===== config.mk =====
export PLATFORM = sky130hd
export DESIGN_NAME = fifo_ctrl
export DESIGN_NICKNAME = d
export VERILOG_FILES = /design/src/rtl/fifo_pkg.sv /design/src/rtl/fifo_ptr_counter.sv /design/src/rtl/fifo_ctrl.sv
export SDC_FILE = /design/constraint.sdc
export NUM_CORES = 1
export LEC_CHECK = 0
export ABC_AREA = 1
export CAP_MARGIN = 10
export CORE_MARGIN = 2
export CORE_UTILIZATION = 35
export DETAILED_ROUTE_END_ITERATION = 16
export SLEW_MARGIN = 20
export SYNTH_ARGS = -nofsm -noshare
export SYNTH_HDL_FRONTEND = slang
export SYNTH_SLANG_ARGS = --single-unit

===== constraint.sdc =====
create_clock -name clock -period 2.72 [get_ports clock]
set_input_delay 0.408 -clock clock [delete_from_list [all_inputs] [get_ports clock]]
set_output_delay 0.408 -clock clock [all_outputs]
set_load 0.01 [all_outputs]

===== src/rtl/fifo_pkg.sv =====
// Shared definitions for the FIFO controller: FSM state encoding and depth helper.
package fifo_pkg;

  localparam int DEFAULT_BUFFER_WIDTH = 3;

  typedef enum logic [1:0] {
    ST_EMPTY   = 2'd0,
    ST_PARTIAL = 2'd1,
    ST_FULL    = 2'd2
  } fifo_state_t;

  function automatic int depthOf(input int bufferWidth);
    return 1 << bufferWidth;
  endfunction

endpackage


===== src/rtl/fifo_ptr_counter.sv =====
// Enable-gated wrap-around pointer counter with async reset and sync clear.
module fifo_ptr_counter
  import fifo_pkg::*;
#(
  parameter int WIDTH = DEFAULT_BUFFER_WIDTH
) (
  input  logic             clock,
  input  logic             reset,
  input  logic             i_clear,
  input  logic             i_enable,
  output logic [WIDTH-1:0] o_count
);

  logic [WIDTH-1:0] r_count;

  // Wrap from DEPTH-1 back to 0 falls out of the natural binary overflow.
  always_ff @(posedge clock or posedge reset) begin
    if (reset) begin
      r_count <= '0;
    end else if (i_clear) begin
      r_count <= '0;
    end else if (i_enable) begin
      r_count <= r_count + WIDTH'(1);
    end
  end

  assign o_count = r_count;

endmodule


===== src/rtl/fifo_ctrl.sv =====
// Sequencing controller for the single-clock FIFO: pointers, count, flags, sticky errors.
// Almost-full/almost-empty flags are built only when FIFO_ALMOST_FLAGS_EN is defined.
module fifo_ctrl
  import fifo_pkg::*;
#(
  parameter int BUFFER_WIDTH = DEFAULT_BUFFER_WIDTH
`ifdef FIFO_ALMOST_FLAGS_EN
  ,
  parameter int AF_THRESHOLD = 6,
  parameter int AE_THRESHOLD = 2
`endif
) (
  input  logic                    clock,
  input  logic                    reset,
  input  logic                    flush,
  input  logic                    write_Enable,
  input  logic                    read_Enable,
  output logic                    write_Fire,
  output logic                    read_Fire,
  output logic [BUFFER_WIDTH-1:0] write_Pointer,
  output logic [BUFFER_WIDTH-1:0] read_Pointer,
  output logic [BUFFER_WIDTH:0]   fifo_Count,
  output logic                    sig_Full,
  output logic                    sig_Empty,
  output logic                    sig_Overflow,
  output logic                    sig_Underflow
`ifdef FIFO_ALMOST_FLAGS_EN
  ,
  output logic                    sig_Almost_Full,
  output logic                    sig_Almost_Empty
`endif
);

  localparam int DEPTH = depthOf(BUFFER_WIDTH);
  localparam int CW    = BUFFER_WIDTH + 1;
  localparam logic [CW-1:0] CNT_ONE  = CW'(1);
  localparam logic [CW-1:0] CNT_LAST = CW'(DEPTH - 1);

  fifo_state_t   r_state;
  fifo_state_t   w_stateNext;
  logic [CW-1:0] r_count;
  logic [CW-1:0] w_countNext;
  logic          r_overflow;
  logic          r_underflow;
  logic          w_writeFire;
  logic          w_readFire;

  assign w_writeFire   = write_Enable & ~sig_Full  & ~flush;
  assign w_readFire    = read_Enable  & ~sig_Empty & ~flush;
  assign write_Fire    = w_writeFire;
  assign read_Fire     = w_readFire;
  assign sig_Full      = (r_state == ST_FULL);
  assign sig_Empty     = (r_state == ST_EMPTY);
  assign fifo_Count    = r_count;
  assign sig_Overflow  = r_overflow;
  assign sig_Underflow = r_underflow;

  always_comb begin
    w_countNext = r_count;
    w_stateNext = r_state;
    if (flush) begin
      w_countNext = '0;
      w_stateNext = ST_EMPTY;
    end else begin
      case ({w_writeFire, w_readFire})
        2'b10:   w_countNext = r_count + CNT_ONE;
        2'b01:   w_countNext = r_count - CNT_ONE;
        default: w_countNext = r_count;
      endcase
      // A simultaneous write and read leaves the occupancy, and so the state, unchanged.
      case (r_state)
        ST_EMPTY: begin
          if (w_writeFire) w_stateNext = ST_PARTIAL;
        end
        ST_PARTIAL: begin
          if (w_writeFire && !w_readFire && (r_count == CNT_LAST)) begin
            w_stateNext = ST_FULL;
          end else if (w_readFire && !w_writeFire && (r_count == CNT_ONE)) begin
            w_stateNext = ST_EMPTY;
          end
        end
        ST_FULL: begin
          if (w_readFire) w_stateNext = ST_PARTIAL;
        end
        default: w_stateNext = ST_EMPTY;
      endcase
    end
  end

  always_ff @(posedge clock or posedge reset) begin
    if (reset) begin
      r_state     <= ST_EMPTY;
      r_count     <= '0;
      r_overflow  <= 1'b0;
      r_underflow <= 1'b0;
    end else begin
      r_state <= w_stateNext;
      r_count <= w_countNext;
      if (flush) begin
        r_overflow  <= 1'b0;
        r_underflow <= 1'b0;
      end else begin
        r_overflow  <= r_overflow  | (write_Enable & sig_Full);
        r_underflow <= r_underflow | (read_Enable  & sig_Empty);
      end
    end
  end

  fifo_ptr_counter #(.WIDTH(BUFFER_WIDTH)) u_writePtr (
    .clock    (clock),
    .reset    (reset),
    .i_clear  (flush),
    .i_enable (w_writeFire),
    .o_count  (write_Pointer)
  );

  fifo_ptr_counter #(.WIDTH(BUFFER_WIDTH)) u_readPtr (
    .clock    (clock),
    .reset    (reset),
    .i_clear  (flush),
    .i_enable (w_readFire),
    .o_count  (read_Pointer)
  );

`ifdef FIFO_ALMOST_FLAGS_EN
  localparam logic [CW-1:0] AF_LEVEL = CW'(AF_THRESHOLD);
  localparam logic [CW-1:0] AE_LEVEL = CW'(AE_THRESHOLD);

  logic r_almostFull;
  logic r_almostEmpty;

  // Compared against the next count so the flags line up with fifo_Count after the edge.
  always_ff @(posedge clock or posedge reset) begin
    if (reset) begin
      r_almostFull  <= 1'b0;
      r_almostEmpty <= 1'b1;
    end else begin
      r_almostFull  <= (w_countNext >= AF_LEVEL);
      r_almostEmpty <= (w_countNext <= AE_LEVEL);
    end
  end

  assign sig_Almost_Full  = r_almostFull;
  assign sig_Almost_Empty = r_almostEmpty;
`endif

endmodule


# --- Word-level counts from Yosys, hierarchy flattened ---
# Index checks and enable logic that the tools add are counted.
classes:
  n_reduce_logical: 11
  n_mux: 14
  eq_ne: 9
  addsub: 4
  bitwise: 11
ops:
  columns: ["op", "count"]
  rows:
  - ["two-way mux 3 bit", 4]
  - ["two-way mux 2 bit", 5]
  - ["case mux 4 bit (2 select lines)", 1]
  - ["adder 3 x 1 -> 3 bit (second input constant)", 2]
  - ["bitwise AND 1 bit", 6]
  - ["inequality test 3 x 2 -> 1 bit (second input constant)", 2]
  - ["case mux 2 bit (3 select lines)", 1]
  - ["adder 4 x 1 -> 4 bit (second input constant)", 1]
  - ["equality test 2 x 1 -> 1 bit (second input constant)", 2]
  - ["equality test 2 bit (second input constant)", 2]
  - ["equality test 4 x 1 -> 1 bit (second input constant)", 1]
  - ["equality test 4 x 3 -> 1 bit (second input constant)", 1]
  - ["logical AND 1 bit", 4]
  - ["two-way mux 4 bit", 1]
  - ["inequality test 4 bit (second input constant)", 1]
  - ["nonzero test 2 bit", 2]
  - ["subtractor 4 x 1 -> 4 bit (second input constant)", 1]
  - ["NOT 1 bit", 3]
  - ["AND reduction 3 bit", 1]
  - ["nonzero test 3 bit", 1]
  - ["zero test 1 bit", 2]
  - ["zero test 2 bit", 1]
  - ["two-way mux 1 bit", 2]
  - ["bitwise OR 1 bit", 2]
totals:
  ff_bits: 14
  wordCells: 55
  out_inout_bits: 16
  input_bits: 5

# --- Depth between registers and ports, before layout ---
# Gate-level depths: netlist (run 1).
logic_depth:
  word_depth: 11
  mapped_depth: 8
  ltp_nobuf: 8

# --- By module ---
# From an unflattened synthesis (run 1), not the netlist that was laid out.
unflattened:
  hier_cells: 116
  area_unflattened_um2: 889.6
modules_own_cells:
  columns: ["module", "area_each_um2", "cells_per_inst", "n_inst", "seq_area_each_um2"]
  rows:
  - ["fifo_ctrl", 601.8, 80, 1, 200.2]
  - ["fifo_ptr_counter", 143.9, 18, 2, 75.1]

# --- Least setup slack after synthesis (run 1) ---
# OpenSTA, ideal clock, no wires.
synth_timing:
  path_kind: "reg2reg"
  startpoint: "reg r_count[0] (netlist: fifo_Count[0])"
  endpoint: "reg r_count[1] (netlist: fifo_Count[1])"
  t_arrival_ns: 1.062
  synth_period_minus_slack_ns: 1.184
  setup_time_ns: 0.122
  path_slack_ns: 1.536
  path_stages_with_launch: 7
  t_required_ns: 2.598
  path_buffers: 0
  cell_sequence: "dfrtp_1 inv_1 ha_1 nand2_1 nand2_1 nand2_1 o21ai_1"
synth_via:
  elab_chain_len: 3
  word_cells_on_any_way: 4
  cone_classes: "add/sub: 2; mux: 2"
synth_lines:
  columns: ["item", "line_no", "text"]
  rows:
  - ["start, declared", "fifo_ctrl.sv:41", "logic [CW-1:0] r_count;"]
  - ["start signal, assigned", "fifo_ctrl.sv:98", "r_count <= w_countNext;"]
  - ["subtractor 4 x 1 -> 4 bit or adder 4 x 1 -> 4 bit (tied branches)", "fifo_ctrl.sv:67, fifo_ctrl.sv:66", null]
  - ["case mux 4 bit (2 select lines) *", "fifo_ctrl.sv:65", "case ({w_writeFire, w_readFire})"]
  - ["two-way mux 4 bit *", "fifo_ctrl.sv:61", "if (flush) begin"]
# Mark *: on every way between the ends. The rest lies on a longest branch, timed or not.
# A chain may end at the register's enable or synchronous reset.

# --- Worst setup path in the final report (run 1) ---
layout_timing:
  startpoint: "in flush"
  endpoint: "out read_Fire"
layout_via:
  elab_chain_len: 2
layout_lines:
  columns: ["item", "line_no", "text"]
  rows:
  - ["start, declared", "fifo_ctrl.sv:15", "input logic flush,"]
  - ["NOT 1 bit", "fifo_ctrl.sv:49", "assign w_readFire = read_Enable & ~sig_Empty & ~flush;"]
  - ["bitwise AND 1 bit", "fifo_ctrl.sv:49", null]
  - ["end, declared", "fifo_ctrl.sv:19", "output logic read_Fire,"]
# Every way passes these cells.

==> flow_metrics.py, run 1 <==
metrics = {
    "floorplan": {
        "core-area_um2": 2430,
        "dieArea_um2": 2920,
        "io_pins": 21,
        "die_h_um": 54.0,
        "die_w_um": 54.0,
        "start_util": 0.360,
        "num_rows": 18,
    },
    "global_routing": {
        "grt_use_total": 0.145,
        "grt_max_degree": 17,
        "antenna_found_initial": 0,
        "gr-total-overflow": 0,
        "grt_pass1_wl_um": 3080,
        "grt_pass1_vias": 733,
    },
    "yosys": {
        "synth_area_leaders": "dfrtp_1, nand2_1, nand3_1, ha_1, inv_1",
        "postSynthAreaPerCell_um2": 7.89,
        "syn_nets": 121,
        "synth_seq_cells": 14,
        "synth_top_area_frac": 0.400,
        "ys_warn_count": 0,
        "yosysTopAreaCell": "dfrtp_1",
        "synthCells": 111,
        "yosysSeqAreaShare": 0.400,
        "ys_types": 21,
        "netlist_area_um2": 876,
    },
    "sta": {
        "finalCritPeriodShare": 0.877,
        "tns_ns": 0,
        "fin_crit_ns": 2.39,
        "hold_violations": 0,
        "drv_slew": 0,
        "max_slew_margin": 0.643,
        "worst_pin_slew_ns": 0.535,
        "skew_ns": 0.00119,
        "max_clock_freq_ghz": 0.419,
        "rsz0062_at_grt": "no",
        "setup_violations": 0,
    },
    "placement": {
        "gp_congestion": 0.794,
        "port_buffers": 20,
        "dpl.hpwl_um": 1370,
        "dp.cells": 160,
    },
    "power_and_ir_drop": {
        "swShare": 0.352,
        "p_leak_nw": 0.563,
        "power.switching_mw": 0.225,
        "power_density_nw_per_um2": 561,
        "pwr-share-comb": 0.350,
        "p_clk_frac": 0.237,
        "seqPwrFrac": 0.412,
        "p_int_mw": 0.414,
        "ir_worst_vdd_mv": 0.305,
    },
    "drt": {
        "num_vias": 792,
        "dr.pass1.iters": 4,
        "drt_iter0_markers": 17,
        "vias_per_cell": 4.83,
        "drt-wirelength-per-cell_um": 10.9,
        "drt.antenna.violating_nets": 0,
        "wirelength_um": 1790,
        "drc": 0,
    },
    "finish": {
        "final_cell_mix": "nand2_1, clkdlybuf4s50_1, inv_1",
        "fin_cells": 164,
        "antenna_cells": 0,
        "area_delta_synth_final_pct": 30.0,
        "layout_commonest_cell": "nand2_1",
        "final_layout_size_suffix_gt1_frac": 0.127,
        "nNetsFinal": 145,
        "utilization": 0.468,
    },
    "clock_network": {
        "cts_tree": "yes",
        "cts_resized": 0,
        "cts-root-buf": "clkbuf_4",
        "cts-buffers-inserted": 3,
        "h-tree-depth": 1,
        "holdBufCountCts": 0,
        "clock_latency_ns": 0.28,
        "cts_buffer_depth": 2,
        "post-cts-setup-buffers": 0,
        "cts_sinks": 14,
        "clkTransAtPathRegs_ns": 0.09,
    },
    "worst_setup_path": {
        "critPathRequiredTime_ns": 2.31,
        "critPathCaptureType": "primary output",
        "critPathMaxFanout": 16,
        "crit_arrival_ns": 1.98,
        "cp-start-kind": "input port",
        "path_class": "in2out",
    },
    "run_status": {
        "status": "finished clean",
    },
    "hold_path": {
        "hold_path_class": "in2async",
    },
    "flow_run": {
        "cap_violations": 0,
    },
}
==> synthesized netlist by cell type, drive strengths merged <==
| cell type | count |
|---|---|
| o21ai | 6 |
| o31ai | 2 |
| a21oi | 5 |
| nand4 | 3 |
| nor3 | 1 |
| nand3 | 15 |
| ha | 5 |
| buf | 1 |
| o21a | 1 |
| nor2 | 12 |
| nand2 | 28 |
| dfrtp | 14 |
| inv | 18 |
==> flip-flops by register name (all words and copies together), names as in the netlist <==
signal,cells
r_state,2
fifo_Count,4
u_readPtr.o_count,3
u_writePtr.o_count,3
sig_Underflow,1
sig_Overflow,1
==> worst max-delay path, cell delays in order <==
cell and delay [ns]:
clkdlybuf4s50_1 0.51, inv_2 0.28, nand3_4 0.15, inv_1 0.09
clkdlybuf4s50_1 0.53
==> cell families (layout without fill, tap and decap cells) <==
family,count (synthesis),after routing,synth area share
simple gates,59,59,0.350
flops,14,14,0.400
buf+inv,19,42,0.0900
compound gates,14,14,0.0886
fa+ha+maj,5,5,0.0714
==> through the flow <==
stage / setup WS [ns] / area, um^2 / hold slack [ns] / power, mW
after CTS: 0.319 / 1140 / 0.471 / 0.646
after global placement: 0.340 / 1100 / 0.454 / 0.486
after detailed placement: 0.317 / 1100 / 0.454 / 0.492
final: 0.333 / 1140 / 0.458 / 0.639
after floorplan: 1.54 / 876 / 0.297 / 0.402
after global routing: 0.221 / 1140 / 0.485 / 0.686
==> per-layer routing <==
layer,up-vias,GRT usage,wire length [um]
li1,404,-,-
met1,363,0.202,880
met2,21,0.220,810
met3,4,0.0222,76
met4,0,0.0667,19
met5,-,0,0
==> power by group through the flow <==
stage          logic, mW  clock network [mW]  registers (mW)
2_1_floorplan      0.130                   0           0.272
3_3_place_gp       0.222                   0           0.265
3_5_place_dp       0.223                   0           0.269
4_1_cts            0.225               0.156           0.264
5_1_grt            0.251               0.167           0.268
6_report           0.224               0.152           0.263
==> final timing paths <==
kind / from / endpoint / slack [ns] / cells after the start
worst max-delay path: flush / read_Fire / 0.33 / 5
worst max register to register: r_state[0] / fifo_Count[0] / 1.46 / 8
worst min register to register: u_writePtr.o_count[2] / u_writePtr.o_count[2] / 0.47 / 1
max in group asynchronous: reset / u_readPtr.o_count[0] / 1.91 / 2
worst min-delay path: reset / u_writePtr.o_count[1] / 0.46 / 2
min in group clock: u_writePtr.o_count[2] / u_writePtr.o_count[2] / 0.47 / 1
==> final cells by class <==
cell class | count | area (um^2)
timing repair buffer | 20 | 200
sequential | 14 | 350
fill | 251 | 1290
inverter | 18 | 67.6
multi-input combinational | 78 | 447
clock buffer | 4 | 36.3
tap | 30 | 37.5
(Power assumes the default switching activity.)
==> inputs of run 2 (changes only) <==
CORE_ASPECT_RATIO = 0.8   (was unset)
clock period = 2.2 ns   (was 2.72 ns; I/O delays follow)
==> flow_metrics.py, run 2 (same netlist as run 1, synthesis figures left out) <==
metrics = {
    "run_status": {
        "status": "finished clean",
    },
    "clock_network": {
        "clkTransAtPathRegs_ns": 0.10,
        "cts-buffers-inserted": 3,
        "cts-root-buf": "clkbuf_4",
        "h-tree-depth": 1,
        "holdBufCountCts": 0,
        "clock_latency_ns": 0.29,
        "post-cts-setup-buffers": 0,
        "cts_buffer_depth": 2,
        "cts_sinks": 14,
        "cts_tree": "yes",
        "cts_resized": 0,
    },
    "floorplan": {
        "dieArea_um2": 2920,
        "num_rows": 16,
        "io_pins": 21,
        "die_w_um": 59.9,
        "core-area_um2": 2400,
        "die_h_um": 48.7,
        "start_util": 0.365,
    },
    "finish": {
        "final_layout_size_suffix_gt1_frac": 0.140,
        "final_cell_mix": "nand2_1, clkdlybuf4s50_1, inv_1",
        "largest_reg_flops": 4,
        "nNetsFinal": 147,
        "fin_cells": 163,
        "layout_commonest_cell": "nand2_1",
        "antenna_cells": 0,
        "area_delta_synth_final_pct": 31.3,
    },
    "global_routing": {
        "grt_max_degree": 16,
        "antenna_found_initial": 0,
        "met2_usage": 0.225,
        "grtUsageMet3": 0.0508,
        "grt_util_met1": 0.216,
        "grt_pass1_wl_um": 3430,
        "busiest_layer": "met2",
        "grt_use_total": 0.152,
        "grt_pass1_vias": 793,
        "gr-total-overflow": 0,
    },
    "flow_run": {
        "cap_violations": 0,
    },
    "drt": {
        "num_vias": 795,
        "drt-wirelength-per-cell_um": 11.7,
        "wirelength_um": 1910,
        "drt.antenna.violating_nets": 0,
        "dr.pass1.iters": 4,
        "vias_per_cell": 4.88,
        "drc": 0,
        "drt_iter0_markers": 39,
    },
    "sta": {
        "worst_pin_slew_ns": 0.535,
        "finalCritPeriodShare": 0.916,
        "rsz0062_at_grt": "no",
        "drv_slew": 0,
        "hold_violations": 0,
        "fin_crit_ns": 2.01,
        "setup_violations": 0,
        "max_slew_margin": 0.643,
        "max_clock_freq_ghz": 0.496,
        "tns_ns": 0,
        "timing.final.ws_setup_ns": 0.185,
        "skew_ns": 0.00753,
    },
    "hold_path": {
        "hold_path_class": "in2async",
    },
    "worst_setup_path": {
        "slowest_stage": "clkdlybuf4s50_1",
        "slowest_delay_ns": 0.53,
        "critPathCaptureType": "primary output",
        "path_buf_inv": 4,
        "critPathMaxFanout": 4,
        "cpLargestDelayFamily": "buffers and inverters",
        "cp_cell_sequence": "clkdlybuf4s50_1 -> inv_2 -> nand3_4 -> inv_1 -> clkdlybuf4s50_1",
        "crit_arrival_ns": 1.68,
        "crit_top_cell": "clkdlybuf4s50_1",
        "path_class": "in2out",
        "r2r_slack_ns": 0.86,
        "critPathRequiredTime_ns": 1.87,
        "cp-start-kind": "input port",
    },
    "power_and_ir_drop": {
        "ir_worst_vdd_mv": 0.299,
        "p_leak_nw": 0.572,
        "power_density_nw_per_um2": 696,
    },
    "placement": {
        "gp_congestion": 0.740,
        "dpl.hpwl_um": 1410,
        "port_buffers": 20,
        "post-place-ws_ns": 0.180,
        "dp.cells": 159,
    },
}
run 2: changes by cell type in the layout (fill, tap and decap cells not counted):
| cell | before | now |
|---|---|---|
| buf_4 | 0 | 2 |
run 2: layout make-up:
| type | count | area (um^2) |
|---|---|---|
| well taps | 27 | 33.8 |
| fillers | 244 | 1250 |
| multi-input cells | 78 | 447 |
| flip-flops and latches | 14 | 350 |
| repair buffers | 22 | 215 |
| clock buffers | 4 | 36.3 |
| inverters | 18 | 67.6 |
run 2: stage by stage:
step / total power [mW] / utilization / instance area (um^2) / hold slack (ns)
floorplan: 0.497 / - / 876 / 0.219
global placement: 0.604 / 0.464 / 1110 / 0.448
detailed placement: 0.608 / 0.464 / 1110 / 0.458
CTS: 0.808 / 0.479 / 1150 / 0.395
global route: 0.869 / 0.479 / 1150 / 0.422
finish: 0.801 / 0.479 / 1150 / 0.365
run 2: worst paths after layout:
check,start,end,cells past startpoint
setup / recovery,flush,read_Fire,5
hold / removal,reset,u_readPtr.o_count[0],2
setup reg to reg,r_state[1],fifo_Count[2],8
hold reg to reg,u_writePtr.o_count[2],u_writePtr.o_count[2],1
max in group asynchronous,reset,fifo_Count[1],2
min in group clock,u_writePtr.o_count[2],u_writePtr.o_count[2],1
run 2: metal layers:
metal	up-vias	routed length, um
li1	407	-
met1	370	965
met2	13	844
met3	5	74
met4	0	20
met5	-	0
run 2: where the power goes:
part,total [mW],switching [mW],internal [mW]
sequential,0.325,0.0385,0.287
combinational,0.279,0.152,0.127
clock,0.196,0.0954,0.101
total,0.801,0.286,0.515
